$ cat src/rtl/symbol_streamer_pkg.sv
// Shared types for the automata symbol streamer: FSM state encoding and symbol width.
package symbol_streamer_pkg;

  localparam int SYM_W = 8;

  typedef enum logic [2:0] {
    IDLE,
    FLUSH,
    STREAM,
    DRAIN,
    DONE
  } ss_state_t;

endpackage

$ cat src/rtl/symbol_streamer_if.sv
// Wide valid/ready word stream from the input DMA/FIFO into the symbol streamer.
interface symbol_streamer_if #(
  parameter int WORD_W = 64
);
  logic [WORD_W-1:0] in_data;
  logic              in_valid;
  logic              in_ready;

  modport master (output in_data, output in_valid, input in_ready);
  modport slave  (input in_data, input in_valid, output in_ready);
endinterface

$ cat src/rtl/symbol_word_buf.sv
// One-word staging buffer that serialises a wide word into bytes, byte 0 first.
// With SYMBOL_STREAMER_PERF_EN defined it also exports its valid bit for the perf counters.
module symbol_word_buf
  import symbol_streamer_pkg::*;
#(
  parameter int WORD_W = 64
) (
  input  logic              clk,
  input  logic              reset,
  input  logic              stream,
  input  logic              hold,
  input  logic              last_sym,
  input  logic              more_words,
  input  logic [WORD_W-1:0] in_data,
  input  logic              in_valid,
  output logic              in_ready,
  output logic              consume,
`ifdef SYMBOL_STREAMER_PERF_EN
  output logic              buf_valid,
`endif
  output logic [SYM_W-1:0]  cur_sym
);

  localparam int BYTES  = WORD_W / SYM_W;
  localparam int BIDX_W = (BYTES > 1) ? $clog2(BYTES) : 1;
  localparam logic [BIDX_W-1:0] LAST_IDX = BIDX_W'(BYTES - 1);

  logic [WORD_W-1:0] data_q, data_d;
  logic              valid_q, valid_d;
  logic [BIDX_W-1:0] bidx_q, bidx_d;
  logic              wrap;

  // A refill may land in the same cycle the last byte of the current word is consumed.
  always_comb begin
    consume  = stream && valid_q && !hold;
    wrap     = consume && (bidx_q == LAST_IDX);
    in_ready = stream && (!valid_q || (wrap && more_words));
    cur_sym  = data_q[bidx_q*SYM_W +: SYM_W];
    data_d   = data_q;
    valid_d  = valid_q;
    bidx_d   = bidx_q;
    if (!stream || (consume && last_sym)) begin
      valid_d = 1'b0;
      bidx_d  = '0;
    end else if (in_valid && in_ready) begin
      data_d  = in_data;
      valid_d = 1'b1;
      bidx_d  = '0;
    end else if (wrap) begin
      valid_d = 1'b0;
      bidx_d  = '0;
    end else if (consume) begin
      bidx_d  = bidx_q + 1'b1;
    end
  end

  always_ff @(posedge clk) begin
    if (!reset) begin
      data_q  <= '0;
      valid_q <= 1'b0;
      bidx_q  <= '0;
    end else begin
      data_q  <= data_d;
      valid_q <= valid_d;
      bidx_q  <= bidx_d;
    end
  end

`ifdef SYMBOL_STREAMER_PERF_EN
  assign buf_valid = valid_q;
`endif

endmodule

$ cat src/rtl/symbol_streamer.sv
// Feeds the automata bank one symbol per cycle from a wide word stream and sequences its reset.
// Optional SYMBOL_STREAMER_PERF_EN adds stall/starve cycle counters.
module symbol_streamer
  import symbol_streamer_pkg::*;
#(
  parameter int          WORD_W       = 64,
  parameter int          LEN_W        = 32,
  parameter int unsigned DRAIN_CYCLES = 2
) (
  input  logic               clk,
  input  logic               reset,
  input  logic               start,
  input  logic [LEN_W-1:0]   num_symbols,
  symbol_streamer_if.slave   in_if,
  input  logic               hold,
  output logic [SYM_W-1:0]   sym_out,
  output logic               sym_run,
  output logic               auto_reset,
  output logic [LEN_W-1:0]   sym_offset,
  output logic               busy,
  output logic               done
`ifdef SYMBOL_STREAMER_PERF_EN
  ,
  output logic [LEN_W-1:0]   perf_stall_cycles,
  output logic [LEN_W-1:0]   perf_starve_cycles
`endif
);

  ss_state_t        state_q, state_d;
  logic [LEN_W-1:0] remaining_q, remaining_d;
  logic [LEN_W-1:0] count_q, count_d;
  logic [31:0]      drain_q, drain_d;
  logic [SYM_W-1:0] sym_out_q, sym_out_d;
  logic             sym_run_q, sym_run_d;
  logic [LEN_W-1:0] sym_offset_q, sym_offset_d;
  logic             auto_reset_q, auto_reset_d;
  logic             busy_q, busy_d;
  logic             done_q, done_d;
  logic             consume;
  logic [SYM_W-1:0] cur_sym;
`ifdef SYMBOL_STREAMER_PERF_EN
  logic             buf_valid;
`endif

  symbol_word_buf #(.WORD_W(WORD_W)) u_buf (
    .clk        (clk),
    .reset      (reset),
    .stream     (state_q == STREAM),
    .hold       (hold),
    .last_sym   (remaining_q == LEN_W'(1)),
    .more_words (remaining_q > LEN_W'(1)),
    .in_data    (in_if.in_data),
    .in_valid   (in_if.in_valid),
    .in_ready   (in_if.in_ready),
    .consume    (consume),
`ifdef SYMBOL_STREAMER_PERF_EN
    .buf_valid  (buf_valid),
`endif
    .cur_sym    (cur_sym)
  );

  // The final symbol is still on sym_out during the first DRAIN cycle, so that entry
  // path drains one extra cycle to give DRAIN_CYCLES quiet cycles before done.
  always_comb begin
    state_d      = state_q;
    remaining_d  = remaining_q;
    count_d      = count_q;
    drain_d      = drain_q;
    sym_out_d    = sym_out_q;
    sym_run_d    = 1'b0;
    sym_offset_d = sym_offset_q;
    case (state_q)
      IDLE: begin
        if (start) begin
          state_d      = FLUSH;
          remaining_d  = num_symbols;
          count_d      = '0;
          sym_offset_d = '0;
        end
      end
      FLUSH: begin
        if (remaining_q == '0) begin
          state_d = DRAIN;
          drain_d = (DRAIN_CYCLES == 0) ? 32'd0 : 32'(DRAIN_CYCLES - 1);
        end else begin
          state_d = STREAM;
        end
      end
      STREAM: begin
        if (consume) begin
          sym_run_d    = 1'b1;
          sym_out_d    = cur_sym;
          sym_offset_d = count_q;
          count_d      = count_q + 1'b1;
          remaining_d  = remaining_q - 1'b1;
          if (remaining_q == LEN_W'(1)) begin
            state_d = DRAIN;
            drain_d = 32'(DRAIN_CYCLES);
          end
        end
      end
      DRAIN: begin
        if (drain_q == '0) state_d = DONE;
        else               drain_d = drain_q - 1'b1;
      end
      DONE:    state_d = IDLE;
      default: state_d = IDLE;
    endcase
    busy_d       = (state_d != IDLE);
    auto_reset_d = (state_d == IDLE) || (state_d == FLUSH);
    done_d       = (state_d == DONE);
  end

  always_ff @(posedge clk) begin
    if (!reset) begin
      state_q      <= IDLE;
      remaining_q  <= '0;
      count_q      <= '0;
      drain_q      <= '0;
      sym_out_q    <= '0;
      sym_run_q    <= 1'b0;
      sym_offset_q <= '0;
      auto_reset_q <= 1'b1;
      busy_q       <= 1'b0;
      done_q       <= 1'b0;
    end else begin
      state_q      <= state_d;
      remaining_q  <= remaining_d;
      count_q      <= count_d;
      drain_q      <= drain_d;
      sym_out_q    <= sym_out_d;
      sym_run_q    <= sym_run_d;
      sym_offset_q <= sym_offset_d;
      auto_reset_q <= auto_reset_d;
      busy_q       <= busy_d;
      done_q       <= done_d;
    end
  end

  assign sym_out    = sym_out_q;
  assign sym_run    = sym_run_q;
  assign sym_offset = sym_offset_q;
  assign auto_reset = auto_reset_q;
  assign busy       = busy_q;
  assign done       = done_q;

`ifdef SYMBOL_STREAMER_PERF_EN
  logic [LEN_W-1:0] stall_q, stall_d, starve_q, starve_d;

  always_comb begin
    stall_d  = stall_q;
    starve_d = starve_q;
    if (state_q == IDLE && start) begin
      stall_d  = '0;
      starve_d = '0;
    end else if (state_q == STREAM) begin
      if (hold && stall_q != '1)                     stall_d  = stall_q + 1'b1;
      if (!hold && !buf_valid && starve_q != '1)     starve_d = starve_q + 1'b1;
    end
  end

  always_ff @(posedge clk) begin
    if (!reset) begin
      stall_q  <= '0;
      starve_q <= '0;
    end else begin
      stall_q  <= stall_d;
      starve_q <= starve_d;
    end
  end

  assign perf_stall_cycles  = stall_q;
  assign perf_starve_cycles = starve_q;
`endif

endmodule

$ cat src/flat_wrapper.sv
// flat-port wrapper written by rule: the top's interface ports become plain ports
module symbol_streamer_flat import symbol_streamer_pkg::*;
#(
  parameter int          WORD_W       = 64,
  parameter int          LEN_W        = 32,
  parameter int unsigned DRAIN_CYCLES = 2
)
  (clk, reset, start, num_symbols, hold, sym_out, sym_run, auto_reset, sym_offset, busy, done, in_if_in_data, in_if_in_valid, in_if_in_ready);
  symbol_streamer_if #(.WORD_W(WORD_W)) in_if_i ();
  input  logic clk;
  input  logic reset;
  input  logic start;
  input  logic [LEN_W-1:0] num_symbols;
  input  logic hold;
  output logic [SYM_W-1:0] sym_out;
  output logic sym_run;
  output logic auto_reset;
  output logic [LEN_W-1:0] sym_offset;
  output logic busy;
  output logic done;
  input wire logic [$bits(in_if_i.in_data)-1:0] in_if_in_data;
  input wire logic [$bits(in_if_i.in_valid)-1:0] in_if_in_valid;
  output wire logic [$bits(in_if_i.in_ready)-1:0] in_if_in_ready;
  assign in_if_i.in_data = in_if_in_data;
  assign in_if_i.in_valid = in_if_in_valid;
  assign in_if_in_ready = in_if_i.in_ready;
  symbol_streamer #(.WORD_W(WORD_W), .LEN_W(LEN_W), .DRAIN_CYCLES(DRAIN_CYCLES)) u_core (.clk(clk), .reset(reset), .start(start), .num_symbols(num_symbols), .in_if(in_if_i), .hold(hold), .sym_out(sym_out), .sym_run(sym_run), .auto_reset(auto_reset), .sym_offset(sym_offset), .busy(busy), .done(done));
endmodule
$ cat config.mk
export PLATFORM = sky130hd
export DESIGN_NAME = symbol_streamer_flat
export DESIGN_NICKNAME = d
export VERILOG_FILES = /design/src/rtl/symbol_streamer_pkg.sv /design/src/rtl/symbol_streamer_if.sv /design/src/rtl/symbol_word_buf.sv /design/src/rtl/symbol_streamer.sv /design/src/flat_wrapper.sv
export SDC_FILE = /design/constraint.sdc
export NUM_CORES = 1
export LEC_CHECK = 0
export ABC_CLOCK_PERIOD_IN_PS = 3480
export CORE_UTILIZATION = 55
export CTS_CLUSTER_SIZE = 12
export DETAILED_ROUTE_END_ITERATION = 12
export GPL_ROUTABILITY_DRIVEN = 0
export PLACE_DENSITY_LB_ADDON = 0.2
export SYNTH_ARGS = -nofsm -noshare
export SYNTH_HDL_FRONTEND = slang
export SYNTH_SLANG_ARGS = --single-unit
$ cat constraint.sdc
create_clock -name clk -period 3.48 [get_ports clk]
set_input_delay 0.348 -clock clk [delete_from_list [all_inputs] [get_ports clk]]
set_output_delay 0.348 -clock clk [all_outputs]
set_load 0.02 [all_outputs]
**Yosys cells after proc, flatten, opt, wreduce, memory -nomap -nowiden**

Index checks and enable logic that the tools add are counted.

- Register bits after elaboration: 211
- Bits of input ports: 101

- Shifts and indexed selects: 1
- Magnitude comparators: 1
- $add $sub $neg: 4
- Bitwise gates (word level): 2
- Mux-type cells: 22
- Equal/unequal tests: 12
- Reduce and logical (&&, ||, !) cells: 28

Operators by type and width:

| cell | number |
|---|---|
| $mux 32 | 9 |
| $pmux 32 s2 | 3 |
| $pmux 32 s3 | 1 |
| $logic_not 32->1 | 2 |
| $shiftx 64x7->8 | 1 |
| $sub 32x1->32 const B | 2 |
| $add 32x1->32 const B | 1 |
| $eq 32x1->1 const B | 1 |
| $gt 32x1->1 const B | 1 |
| $mux 3 | 4 |
| $pmux 3 s4 | 1 |
| $logic_and 1x1->1 | 7 |
| $eq 3x1->1 const B | 2 |
| $eq 3x2->1 const B | 2 |
| $eq 3x3->1 const B | 2 |
| $logic_not 3->1 | 2 |
| $ne 2x1->1 const B | 3 |
| $reduce_and 2->1 | 3 |
| $reduce_bool 3->1 | 2 |
| $reduce_and 5->1 | 1 |
| $mux 1 | 4 |
| $ne 2x2->1 const B | 2 |
| $reduce_bool 2->1 | 2 |
| $reduce_or 4->1 | 1 |
| 6 further kinds | 11 |

**Logic depth before layout (Yosys ltp)**

Gate-level depths: netlist (run 1).

- Depth after elaboration: 9
- Depth in mapped cells: 10

**Hierarchy**

Synthesis (run 1) repeated with hierarchy kept, for this count alone.

- Cells, all modules: 1192
- Area, all modules: 10201.0 µm²

By module, submodules not included:

| module | seq. area each (µm²) | instances | cells an instance | area each (µm²) |
|---|---|---|---|---|
| symbol_streamer | 2862.7 | 1 | 857 | 6886.6 |
| symbol_word_buf | 1361.3 | 1 | 335 | 3314.4 |

**Worst setup path after synthesis (run 1)**

Ideal clock, no wire load.

- Kind: register to register
- Start: register u_core.drain_q[15]
- End: register u_core.drain_q[27]
- Cell stages (with the launch flop): 7
- Library setup time: 70 ps
- Path slack: 799 ps
- Arrival time: 2611 ps
- Period minus slack after synthesis: 2681 ps
- Buffers on the path: 0
- Path through: dfxtp_1 > or4_4 > or4_4 > or3_4 > or3_1 > or4_1 > a21oi_1

- Cells in the longest elaborated chain, start to end: 3
- Elaborated cells on any way between the ends: 6
- Classes of those cells: add/sub (1); eq/ne (1); mux (2); reduce/logical (2)

Ends and longest elaborated chain:

| what | line | text |
|---|---|---|
| start, declared | symbol_streamer.sv:32 | `logic [31:0] drain_q, drain_d;` |
| start signal, assigned | symbol_streamer.sv:130 | `drain_q <= drain_d;` |
| $sub 32x1->32 / $logic_not 32->1 (equally long branches) | symbol_streamer.sv:104, symbol_streamer.sv:103 |  |
| $mux 32 / $ne 2x2->1 (equally long branches) | -- |  |
| $pmux 32 s3 / $reduce_and 5->1 (equally long branches) | -- |  |

Parallel ways exist; a longest one is shown, timed or not. The select of a mux whose other input is x is not followed.
A chain may end at the register's enable or synchronous reset.

**Worst setup path after layout (run 1)**

- Start: register u_core.remaining_q[20]
- End: output port in_if_in_ready

- Cells in the longest elaborated chain, start to end: 4

Ends and longest elaborated chain:

| what | line | text |
|---|---|---|
| start, declared | symbol_streamer.sv:30 | `logic [LEN_W-1:0] remaining_q, remaining_d;` |
| start signal, assigned | symbol_streamer.sv:128 | `remaining_q <= remaining_d;` |
| $gt 32x1->1 | symbol_streamer.sv:51 | `.more_words (remaining_q > LEN_W'(1)),` |
| $logic_and 1x1->1 | symbol_word_buf.sv:37 | `in_ready = stream && (!valid_q \|\| (wrap && more_words));` |
| $logic_or 1x1->1 | symbol_word_buf.sv:37 |  |
| $logic_and 1x1->1 | symbol_word_buf.sv:37 |  |
| end, declared | flat_wrapper.sv:23 | `output wire logic [$bits(in_if_i.in_ready)-1:0] in_if_in_ready;` |

Every way passes these cells.

==> results of run 1 <==
[worst min path at each step]
stage | slack (ns) | start | end
finish | 0.45 | u_core.sym_offset[26]$_SDFFE_PN0P_ | u_core.sym_offset[26]$_SDFFE_PN0P_
global route | 0.47 | u_core.sym_offset[14]$_SDFFE_PN0P_ | u_core.sym_offset[14]$_SDFFE_PN0P_
CTS | 0.45 | in_if_in_data[18] | u_core.u_buf.data_q[18]$_SDFFE_PN0P_
detailed placement | 0.45 | u_core.sym_offset[19]$_SDFFE_PN0P_ | u_core.sym_offset[19]$_SDFFE_PN0P_
global placement | 0.44 | u_core.sym_offset[2]$_SDFFE_PN0P_ | u_core.sym_offset[2]$_SDFFE_PN0P_
floorplan | 0.44 | u_core.drain_q[14]$_SDFFE_PN0P_ | u_core.drain_q[14]$_SDFFE_PN0P_
[state kept, by name, indices dropped and copies added (netlist names)]
| name | count |
|---|---|
| u_core.u_buf.data_q | 64 |
| u_core.state_q | 3 |
| u_core.count_q | 32 |
| u_core.done | 1 |
| u_core.busy | 1 |
| u_core.sym_offset | 32 |
| u_core.sym_run | 1 |
| u_core.remaining_q | 32 |
| u_core.auto_reset | 1 |
| u_core.drain_q | 32 |
| u_core.u_buf.bidx_q | 3 |
| u_core.u_buf.valid_q | 1 |
| u_core.sym_out | 8 |
[kinds of logic (layout without fill, tap and decap cells)]
group	Yosys count	in the layout	share of synthesized area (%)
adder cells (fa/ha/maj)	8	8	1.02
multiplexers	89	89	11.2
AO/OA/AOI/OAI	255	255	16.2
AND/OR/NAND/NOR	459	459	22.7
buffers and inverters	92	223	3.72
flip-flops	211	211	43.1
XOR/XNOR	23	23	2.06
[power by group]
group,internal [mW],switching [mW],leakage (nW)
Clock,1.49,0.935,0.365
Combinational,0.344,0.454,2.13
Sequential,2.49,0.0670,1.71
Total,4.32,1.46,4.20
[cell usage after synthesis (all sizes together) (3+ instances only)]
cell    count  share of area (%)
dfxtp     211                 43
nor2      156                6.0
a21oi     104                5.3
nand2     101                3.9
mux2i      72                7.4
clkbuf     59                2.3
nand3      57                2.9
o21ai      51                2.6
nor3       32                1.6
or4        22                1.8
or3        19                1.3
buf        18               0.87
mux4       16                3.7
nand4      16                1.1
o31ai      16                1.3
inv        15               0.57
a211oi     14                1.1
a31oi      13               0.83
xor2       13                1.2
nor4       11               0.77
and3       10               0.64
xnor2      10               0.89
ha          8                1.0
nand4b      8               0.72
o21a        7               0.54
o41ai       7               0.63
a22oi       5               0.38
a311oi      5               0.45
and4        5               0.45
or2         5               0.32
a22o        4               0.36
nand3b      4               0.31
o211ai      4               0.31
a21o        3               0.23
nor2b       3               0.19
o22ai       3               0.19
o311ai      3               0.27
[critical path, stage by stage (launching register included)]
cell                              delay (ns)
sky130_fd_sc_hd__dfxtp_1                0.35
sky130_fd_sc_hd__or4_1                  0.62
sky130_fd_sc_hd__nand4b_1               0.23
sky130_fd_sc_hd__nor3_1                 0.25
sky130_fd_sc_hd__buf_4                  0.20
sky130_fd_sc_hd__a31oi_1                0.12
sky130_fd_sc_hd__clkdlybuf4s50_1        0.57
[cell type report]
class | count | area [um2]
multi-input cells | 834 | 5250
fillers | 1362 | 5110
flip-flops and latches | 211 | 4220
repair buffers | 173 | 1690
clock buffers | 32 | 679
well taps | 225 | 282
clock inverters | 3 | 67.6
inverters | 15 | 58.8
[metrics by stage]
step / worst slack, ns / instances
2_1_floorplan: 0.799 / 1137
6_report: 0.284 / 1493
5_1_grt: 0.111 / 1493
4_1_cts: 0.296 / 1493
3_3_place_gp: 0.548 / 1458
3_5_place_dp: 0.464 / 1458
[metal layers]
| layer | wire (um) | up-vias | share of wire (%) | global-route usage (%) |
|---|---|---|---|---|
| met5 | 0 | - | 0 | 0 |
| met4 | 560 | 0 | 2.3 | 8.11 |
| met3 | 1470 | 41 | 6.0 | 5.09 |
| met2 | 11400 | 231 | 46 | 44.5 |
| met1 | 11100 | 4214 | 45 | 35.5 |
| li1 | - | 4380 | - | - |
==> summary by stage, run 1 <==
Status
The run finished with clean final reports.

Clock network
The library cell used as clock root buffer is sky130_fd_sc_hd__clkbuf_16. The TritonCTS clock tree is built. No sink is reached through more buffers than the 3 on the longest clock path. For this design, the sink count on the clock tree is 211. The post-cts hold buffer count is 0. Post-CTS timing repair inserted 0 buffers for setup.

The quantity of gates resized following cts is 0. In this run the number of H-tree levels came out at 1. The clock input transition at the sequential cells of the worst setup and hold paths is 0.06 ns. The clock latency of the later-clocked register in the worst-skew pair is 0.50 ns. Counting the buffers created by CTS gives 23.

STA
Setup repair after global routing left no endpoint under its margin. The time the final worst path needs with I/O delays and setup is 3.20 ns. Adding up every negative setup slack in the final design gives 0 ns. Setup violations remaining at the end of the flow were counted as 0. Across the routed clock network, the largest skew measured is 0.00607 ns.

The max-slew violation total from the final report is 0. The part of the cycle the worst path needs is 91.9%. The max-slew headroom at the worst pin is 19.0%.

The final worst hold slack is 0.450 ns. The slew at the pin with the worst max-slew slack is 1.22 ns. The top achievable clock speed is 313 MHz. The number of hold violations in the final report is 0.

Route
The total DRC errors in the routed layout is 0. In this run, the number of DRC markers left after iteration 0 of detailed routing was 637. Using the TritonRoute via totals, the vias-per-cell ratio works out to 5.94. The final routed wirelength across all metal layers is 24500 um. The via count of the routed design is 8866. For this run, the detailed router's first-pass iteration total came to 5. The final antenna-violating net count is 0. The post-detailed-route wirelength per cell is 16.4 um.

Floorplan
The initial standard-cell utilization of the core is 56.4%. The die extent in x is 135 um. The die covers 18300 um2.

The region available for standard cell placement spans 17400 um2. The floorplan has 48 rows. The top-level I/O count is 146.

The die is 135 um tall.

Global route
The global-route wire length before repair is 40300 um. The pin count of the biggest net entering global routing is 81. Summed over all layers, the global routing overflow is 0.

The total global-route track usage is 26.9%. The via count of the first global-routing pass is 8322. The number of antenna violations at the first check in global routing is 0.

Yosys
The number of library cell types mapped by synthesis is 69. Synthesis produced a netlist with a net count of 1246. The Yosys step of the flow raised 0 warnings.

After synthesis the netlist holds a flip-flop and latch count of 211. The most used flip-flop cell after synthesis is sky130_fd_sc_hd__dfxtp_1. The fraction of synthesis flops using an asynchronous set or reset pin is 0%. The cell area after synthesis is 9790 um2. The number of standard cells after synthesis is 1137. After synthesis, the mean cell area works out to 8.61 um2. In this run, synthesis inferred 0 flip-flops with an integrated enable.

The sequential share of the synthesized area is 43.1%.

Final layout
The layout cell share with drive strength beyond 1 is 8.04%. The repair_antennas step left the layout with diodes totalling 0. The cell area after layout is 12200 um2. The area growth from synthesis to layout is 25.1%.

In the layout the commonest cells are 211 x sky130_fd_sc_hd__dfxtp_1, 156 x sky130_fd_sc_hd__nor2_1, 145 x sky130_fd_sc_hd__clkdlybuf4s50_1. The utilization of the core after routing is 70.6%. The net count of the finished layout is 1367. The leading cell type in the layout, fill and taps excluded is sky130_fd_sc_hd__dfxtp_1.

Power
For this design the ratio of total power to cell area is 472 nW/um2. VDD sags by at most 0.376 mV. The design draws 5.78 mW. Summed over all cells, the static leakage comes to 4.20 nW.

Worst setup path
For the worst setup path, the data required time is 3.13 ns. The critical path startpoint category is a flop. The critical path launch point is u_core.remaining_q[20]$_SDFFE_PN0P_. Data arrives at the worst endpoint at 2.85 ns. In this run the register-to-register setup slack is 0.45 ns. The worst setup path is captured at an output port.

The critical path ends at in_if_in_ready. Counting cells, the worst reg-to-reg path comes to 6. The worst register-to-register path ends at u_core.drain_q[22]$_SDFFE_PN0P_.

Of all nets on the critical path, the largest fanout is 6. The critical setup path kind is reg -> out. The launch point of the worst reg-to-reg path is u_core.remaining_q[20]$_SDFFE_PN0P_.

Min path
Along the worst hold path, the cell count comes to 2. The path class of the tightest hold or removal check is reg -> reg.

Place
The wire-length estimate of the detail-placed layout is 16100 um. The number of input and output port buffers inserted is 145. The placed standard-cell area is 11500 um2.

Flow run
Across the run, the number of max-cap violations was 0.
(Power assumes the default switching activity.)
==> run 2: changes to the inputs <==
--- a/config.mk
+++ b/config.mk
@@ -10,6 +10,7 @@
 export CTS_CLUSTER_SIZE = 12
 export DETAILED_ROUTE_END_ITERATION = 12
 export GPL_ROUTABILITY_DRIVEN = 0
+export MAX_ROUTING_LAYER = met4
 export PLACE_DENSITY_LB_ADDON = 0.2
 export SYNTH_ARGS = -nofsm -noshare
 export SYNTH_HDL_FRONTEND = slang
==> summary by stage, run 2 (synthesis gave the netlist of run 1 again) <==
Status
The flow ran to the end, and the final reports show no timing, DRC or antenna violations.

Place
Buffers placed on the I/O ports in this run total 145. Prior to clock tree synthesis, the placed netlist has a worst setup slack of 0.464 ns. The detailed placer's ending HPWL is 16100 um. The number of placed instances, taps included, is 1458.

Clock network
Once the clock tree was built, the resizer swapped 0 gates to a different size. CTS placed an instance of sky130_fd_sc_hd__clkbuf_16 at the clock tree root. The number of buffers inserted during clock tree synthesis is 23. The post-cts hold buffer count is 0.

After clock tree synthesis, the clock-pin slew on the worst setup and hold paths is 0.06 ns. The number of setup buffers added after CTS is 0. In this run the number of H-tree levels came out at 1. The number of sinks handled by clock tree synthesis is 211.

TritonCTS built the clock tree. In this run the deepest clock path goes through 3 buffers. The clock latency of the later-clocked register in the worst-skew pair is 0.50 ns.

Final layout
The register containing the most flip-flops in the final layout is u_core.u_buf.data_q. After the flow finishes, the layout carries non-filler instances totaling 1493. The number of filler cells placed in the layout is 1362. The layout net count is 1367. The register with the most flip-flops in the layout has 64 of them. The number of diodes added for antenna fixing is 0.

The library cell used most frequently in the layout, excluding fill and tap cells, is sky130_fd_sc_hd__dfxtp_1. The top cell types in the final layout, fill and taps aside, are 211 x sky130_fd_sc_hd__dfxtp_1, 156 x sky130_fd_sc_hd__nor2_1, 145 x sky130_fd_sc_hd__clkdlybuf4s50_1. The layout cell share with drive strength beyond 1 is 8.04%. The area growth from synthesis to layout is 25.1%.

Min path
The class of the most critical hold timing path is reg -> reg.

Route
For this run, design rule violations remaining after detail routing come to 0. The via count of the routed design is 8929. The final antenna-violating net count is 0. The post-detailed-route wirelength per cell is 16.4 um. In the routed layout, each cell is associated on average with a via count of 5.98. The first-pass detailed-route iteration total is 7. The final routed wirelength across all metal layers is 24500 um.

The first routing iteration left 552 violations.

STA
Setup slack closes at 0.288 ns. Based on the critical path, the design can be clocked at up to 313 MHz. The count of endpoints failing setup in the final report is 0. The number of hold violations in the final report was 0.

The final worst hold slack is 0.450 ns. At the pin with the least slew margin, the transition time is 1.21 ns. The worst clock skew on the final layout is 0.00734 ns. Measured against its own limit, the worst slew margin works out to 19.1%. The part of the cycle the worst path needs is 91.7%. For the finished layout, the period the worst path requires is 3.19 ns.

Setup repair after global routing left no endpoint under its margin. The summed negative setup slack over all endpoints is 0 ns. The max-slew violation total from the final report is 0.

Power
Summed over all nets, the switching power comes to 1.46 mW. The power density over cell area is 472 nW/um2. The part of the total power dissipated in the clock network is 42.0%. IR analysis of the VDD net gives a maximum drop of 0.376 mV.

The fraction of power spent switching nets is 25.2%. Combinational cells account for 13.8% of the total power. The leakage power summed over all cells is 4.20 nW. Cell internal power was estimated by the tool at 4.32 mW.

The part of the total power dissipated in sequential elements is 44.2%.

Floorplan
The die extent in x is 135 um. The overall die height is 135 um. The core region is 17400 um2. The initial standard-cell utilization of the core is 56.4%. The die covers 18300 um2. The initialized floorplan defines 48 standard-cell rows. For this design the top-level I/O count stands at 146.

Global route
The global-route wire length before repair is 40400 um. The via count of the first global-routing pass came to 8313. The number of antenna violations at the first check in global routing was 0. Global routing used 27.7% of the available tracks across all layers.

The met2 usage is 44.3%. Summed over all layers, the global routing overflow is 0. The pin count of the biggest net entering global routing is 81. The met1 demand-to-capacity share in global routing is 35.7%. Global routing consumed, on the met3 layer, 5.01% of the routing resources. In this run the most used layer during global routing was met2.

Worst setup path
The endpoint type of the worst setup path is an output port. STA puts the critical path data required time at 3.13 ns. The critical setup path kind is reg -> out. The critical path startpoint category is a flop.

Data on the critical path arrives at its endpoint at 2.84 ns. In this run the worst path has a maximum fanout of 6.

Flow run
Max-cap violations in this run came to 0.
==> run 2: per-layer routing <==
metal	part of all wire, %	up-vias
met5	0	-
met4	2.3	0
met3	6.2	41
met2	47	237
met1	45	4267
li1	-	4384
==> run 2: final cells by class <==
class / count / area, um2 / share of cell area (%)
Tap cell: 225 / 282 / 2.30
Inverter: 15 / 58.8 / 0.480
Multi-Input combinational cell: 834 / 5250 / 42.9
Timing Repair Buffer: 173 / 1690 / 13.8
Clock buffer: 32 / 679 / 5.55
Clock inverter: 3 / 67.6 / 0.552
Sequential cell: 211 / 4220 / 34.5
==> run 2: worst max-delay path: stages, from the launching register on <==
cell                              delay [ns]
sky130_fd_sc_hd__dfxtp_1                0.35
sky130_fd_sc_hd__or4_1                  0.62
sky130_fd_sc_hd__nand4b_1               0.23
sky130_fd_sc_hd__nor3_1                 0.24
sky130_fd_sc_hd__buf_4                  0.20
sky130_fd_sc_hd__a31oi_1                0.13
sky130_fd_sc_hd__clkdlybuf4s50_1        0.57
==> run 2: final timing paths <==
check / cells after the start / endpoint / slack [ns] / from
max: 6 / in_if_in_ready / 0.29 / u_core.remaining_q[20]$_SDFFE_PN0P_
min: 2 / u_core.sym_offset[26]$_SDFFE_PN0P_ / 0.45 / u_core.sym_offset[26]$_SDFFE_PN0P_
max reg2reg: 6 / u_core.drain_q[31]$_SDFFE_PN0P_ / 0.46 / u_core.remaining_q[20]$_SDFFE_PN0P_
min reg2reg: 2 / u_core.sym_offset[26]$_SDFFE_PN0P_ / 0.45 / u_core.sym_offset[26]$_SDFFE_PN0P_
==> run 2: per-stage QoR <==
step | total power [mW] | utilization, % | cell area, um2
finish | 5.78 | 70.6 | 12200
global route | 6.01 | 70.6 | 12200
CTS | 5.81 | 70.6 | 12200
detailed placement | 3.39 | 66.3 | 11500
global placement | 3.38 | 66.3 | 11500
floorplan | 3.10 | - | 9790
==> run 2: power groups by stage <==
stage          Combinational [mW]  Sequential (mW)  Clock, mW
6_report                    0.798             2.56       2.43
5_1_grt                     0.875             2.57       2.57
4_1_cts                     0.794             2.55       2.46
3_5_place_dp                0.787             2.61          0
3_3_place_gp                0.778             2.60          0
2_1_floorplan               0.502             2.59          0
==> RTL change (settings of run 1) <==
Re-encode `ss_state_t` (5 states) as one-hot, 5 bits wide.
--- a/src/rtl/symbol_streamer_pkg.sv
+++ b/src/rtl/symbol_streamer_pkg.sv
@@ -3,12 +3,12 @@
 
   localparam int SYM_W = 8;
 
-  typedef enum logic [2:0] {
-    IDLE,
-    FLUSH,
-    STREAM,
-    DRAIN,
-    DONE
+  typedef enum logic [4:0] {
+    IDLE   = 5'b00001,
+    FLUSH  = 5'b00010,
+    STREAM = 5'b00100,
+    DRAIN  = 5'b01000,
+    DONE   = 5'b10000
   } ss_state_t;
 
 endpackage
Formal check against the unedited RTL: same outputs for any inputs over 4 cycles, from zero or initial values and one cycle with reset low; so few cycles prove little.
==> RTL change against run 1 <==
Combinational power fell by 27%; area after synthesis barely moved; critical endpoint unchanged; wire length fell by 4.5%; worst setup slack got worse by 0.11 ns; total power fell by 7.2%; global-route usage fell by 1.5 points; sequential cell count rose by 2; final area fell by 1.0%; highest routed layer unchanged; clock power fell by 8%.
==> RTL change: results (changes against run 1) <==
Area after DPL = 11,400 sq um (was 11,500 sq um)
# resized after CTS = 0 (unchanged)
Biggest register = u_core.u_buf.data_q (unchanged)
WL met3 = 1.39 mm (was 1.47 mm)
# fillers = 1,405 (was 1,362)
Nets@finish = 1,313 (was 1,367)
Pin count of the biggest net entering global routing = 60 (was 81)
Worst setup path category = reg2out (unchanged)
Critical Path Fanout Max = 7 (was 6)
Status = complete, no violations (unchanged)
VDD IR max = 0.368 mV (was 0.376 mV)
M1 WL = 10.5 mm (was 11.1 mm)
Worst Hold Endpoint = u_core.u_buf.data_q[57]$_SDFFE_PN0P_ (was u_core.sym_offset[26]$_SDFFE_PN0P_)
Overall routing resource usage = 25.4% (was 26.9%)
Avg WL per Cell = 16.2 um (was 16.4 um)
Cell depth of the worst hold path = 3 (was 2)
Clock transition at path regs = 0.06 ns (about the same)
Post-synthesis mux area share = 11.1% (was 11.2%)
R2R Path End = u_core.drain_q[5]$_SDFFE_PN0P_ (was u_core.drain_q[22]$_SDFFE_PN0P_)
Share of post-route cells with drive strength above 1 = 8.63% (was 8.04%)
Syn nets = 1,202 (was 1,246)
CTS H-tree lvls = 1 (unchanged)
Post-Syn Instances = 1,093 (was 1,137)
Via count = 8,538 (was 8,866)
Critical R2R Launch = u_core.remaining_q[16]$_SDFFE_PN0P_ (was u_core.remaining_q[20]$_SDFFE_PN0P_)
Top Layer Used = met4 (unchanged)
Top cells by count, synth = 213 x dfxtp_1, 196 x nor2_1, 72 x mux2i_1 (was 211 x dfxtp_1, 156 x nor2_1, 104 x a21oi_1)
Worst Hold Class = in2reg (was reg2reg)
Iteration-0 DRC Markers = 684 (was 637)
First-pass GRT wire length = 38.3 mm (was 40.3 mm)
Clock root cell = clkbuf_16 (unchanged)
Adder-cell share of the synthesized area = 1.02% (about the same)
Placed Cells = 1,404 (was 1,458)
Wire length on met2 = 11.1 mm (was 11.4 mm)
Rel. slew slack = 23.3% (was 19.0%)
Hold_sp = in_if_in_data[57] (was u_core.sym_offset[26]$_SDFFE_PN0P_)
Critical Path AT = 2.95 ns (was 2.85 ns)
Post-synthesis compound-gate area fraction = 15.8% (was 16.2%)
Post-Route WL = 23.4 mm (was 24.5 mm)
Hpwl dp = 15.5 mm (was 16.1 mm)
Register area share after synthesis = 43.5% (was 43.1%)
R2r setup slk = 0.49 ns (was 0.45 ns)
Synth Area in XOR/XNOR = 2.59% (was 2.06%)
Fin Clk Skew = 0.00899 ns (was 0.00607 ns)
CTS buffer count = 23 (unchanged)
Netlist cell types = 63 (was 69)
Vias in the first global route = 7,857 (was 8,322)
Synth top area cells = dfxtp_1 44%, nor2_1 7.5%, mux2i_1 7.4% (was dfxtp_1 43%, mux2i_1 7.4%, nor2_1 6.0%)
Drt pass-1 iters = 7 (was 5)
Final core utilization = 69.9% (was 70.6%)
Worst reg2reg path depth = 7 (was 6)
Leakage = 0.00471 uW (was 0.00420 uW)
[RTL change: cell count changes in the layout (fill, tap and decap cells not counted), moves of 8 or more]
cell	delta
nor2_1	+39
xnor2_1	+11
nand4b_1	-8
o31ai_1	+10
and2_1	+9
nor4_1	+9
a21oi_1	-38
nand2_1	-49
or4_1	+11
nand3_1	-47
a22oi_1	+36
clkbuf_1	+8
o21ai_0	-18
[RTL change: through the flow]
step                      hold WS (ns)  setup WS, ns
after detailed placement         0.457         0.344
after CTS                        0.437         0.198
after global routing             0.447        0.0532
after global placement           0.453         0.438
after floorplan                  0.443         0.661
final                            0.449         0.178
[RTL change: per-layer routing]
metal	track usage, %	up-vias
li1	-	4218
met1	34.1	4047
met2	42.6	242
met3	4.49	31
met4	5.62	0
met5	0	-
[RTL change: worst max-delay path, stage by stage (launching register included)]
cell and delay, ns:
dfxtp_1 0.35, or4_1 0.59, nor4_1 0.53, and3_1 0.29
a21oi_1 0.13, clkdlybuf4s50_1 0.56
[RTL change: area by class of cell]
| class | count | share of cell area [%] |
|---|---|---|
| timing repair buffer | 168 | 13.8 |
| sequential | 213 | 35.2 |
| inverter | 12 | 0.392 |
| tap | 225 | 2.32 |
| clock inverter | 1 | 0.0722 |
| multi-input combinational | 786 | 42.7 |
| clock buffer | 37 | 5.51 |
[RTL change: worst max path at each step]
stage / start / to / slack (ns)
after floorplan: u_core.drain_q[14]$_SDFFE_PN0P_ / u_core.drain_q[28]$_SDFFE_PN0P_ / 0.66
after global placement: start / u_core.count_q[18]$_SDFFE_PN0P_ / 0.44
after detailed placement: start / u_core.count_q[18]$_SDFFE_PN0P_ / 0.34
after CTS: u_core.remaining_q[16]$_SDFFE_PN0P_ / in_if_in_ready / 0.20
after global routing: u_core.remaining_q[16]$_SDFFE_PN0P_ / in_if_in_ready / 0.05
final: u_core.remaining_q[16]$_SDFFE_PN0P_ / in_if_in_ready / 0.18
[RTL change: power breakdown]
part | leakage, uW | internal, uW | switching (uW)
logic | 0.00266 | 278 | 308
registers | 0.00172 | 2490 | 52.3
clock network | 0.000329 | 1300 | 933
total | 0.00471 | 4070 | 1290
[RTL change: logic make-up (layout without fill, tap and decap cells)]
kind of cell | after synthesis | count (layout)
simple gates | 430 | 430
xor+xnor | 29 | 29
fa+ha+maj | 8 | 8
mux | 89 | 89
buf+inv | 94 | 218
flops | 213 | 213
compound gates | 230 | 230
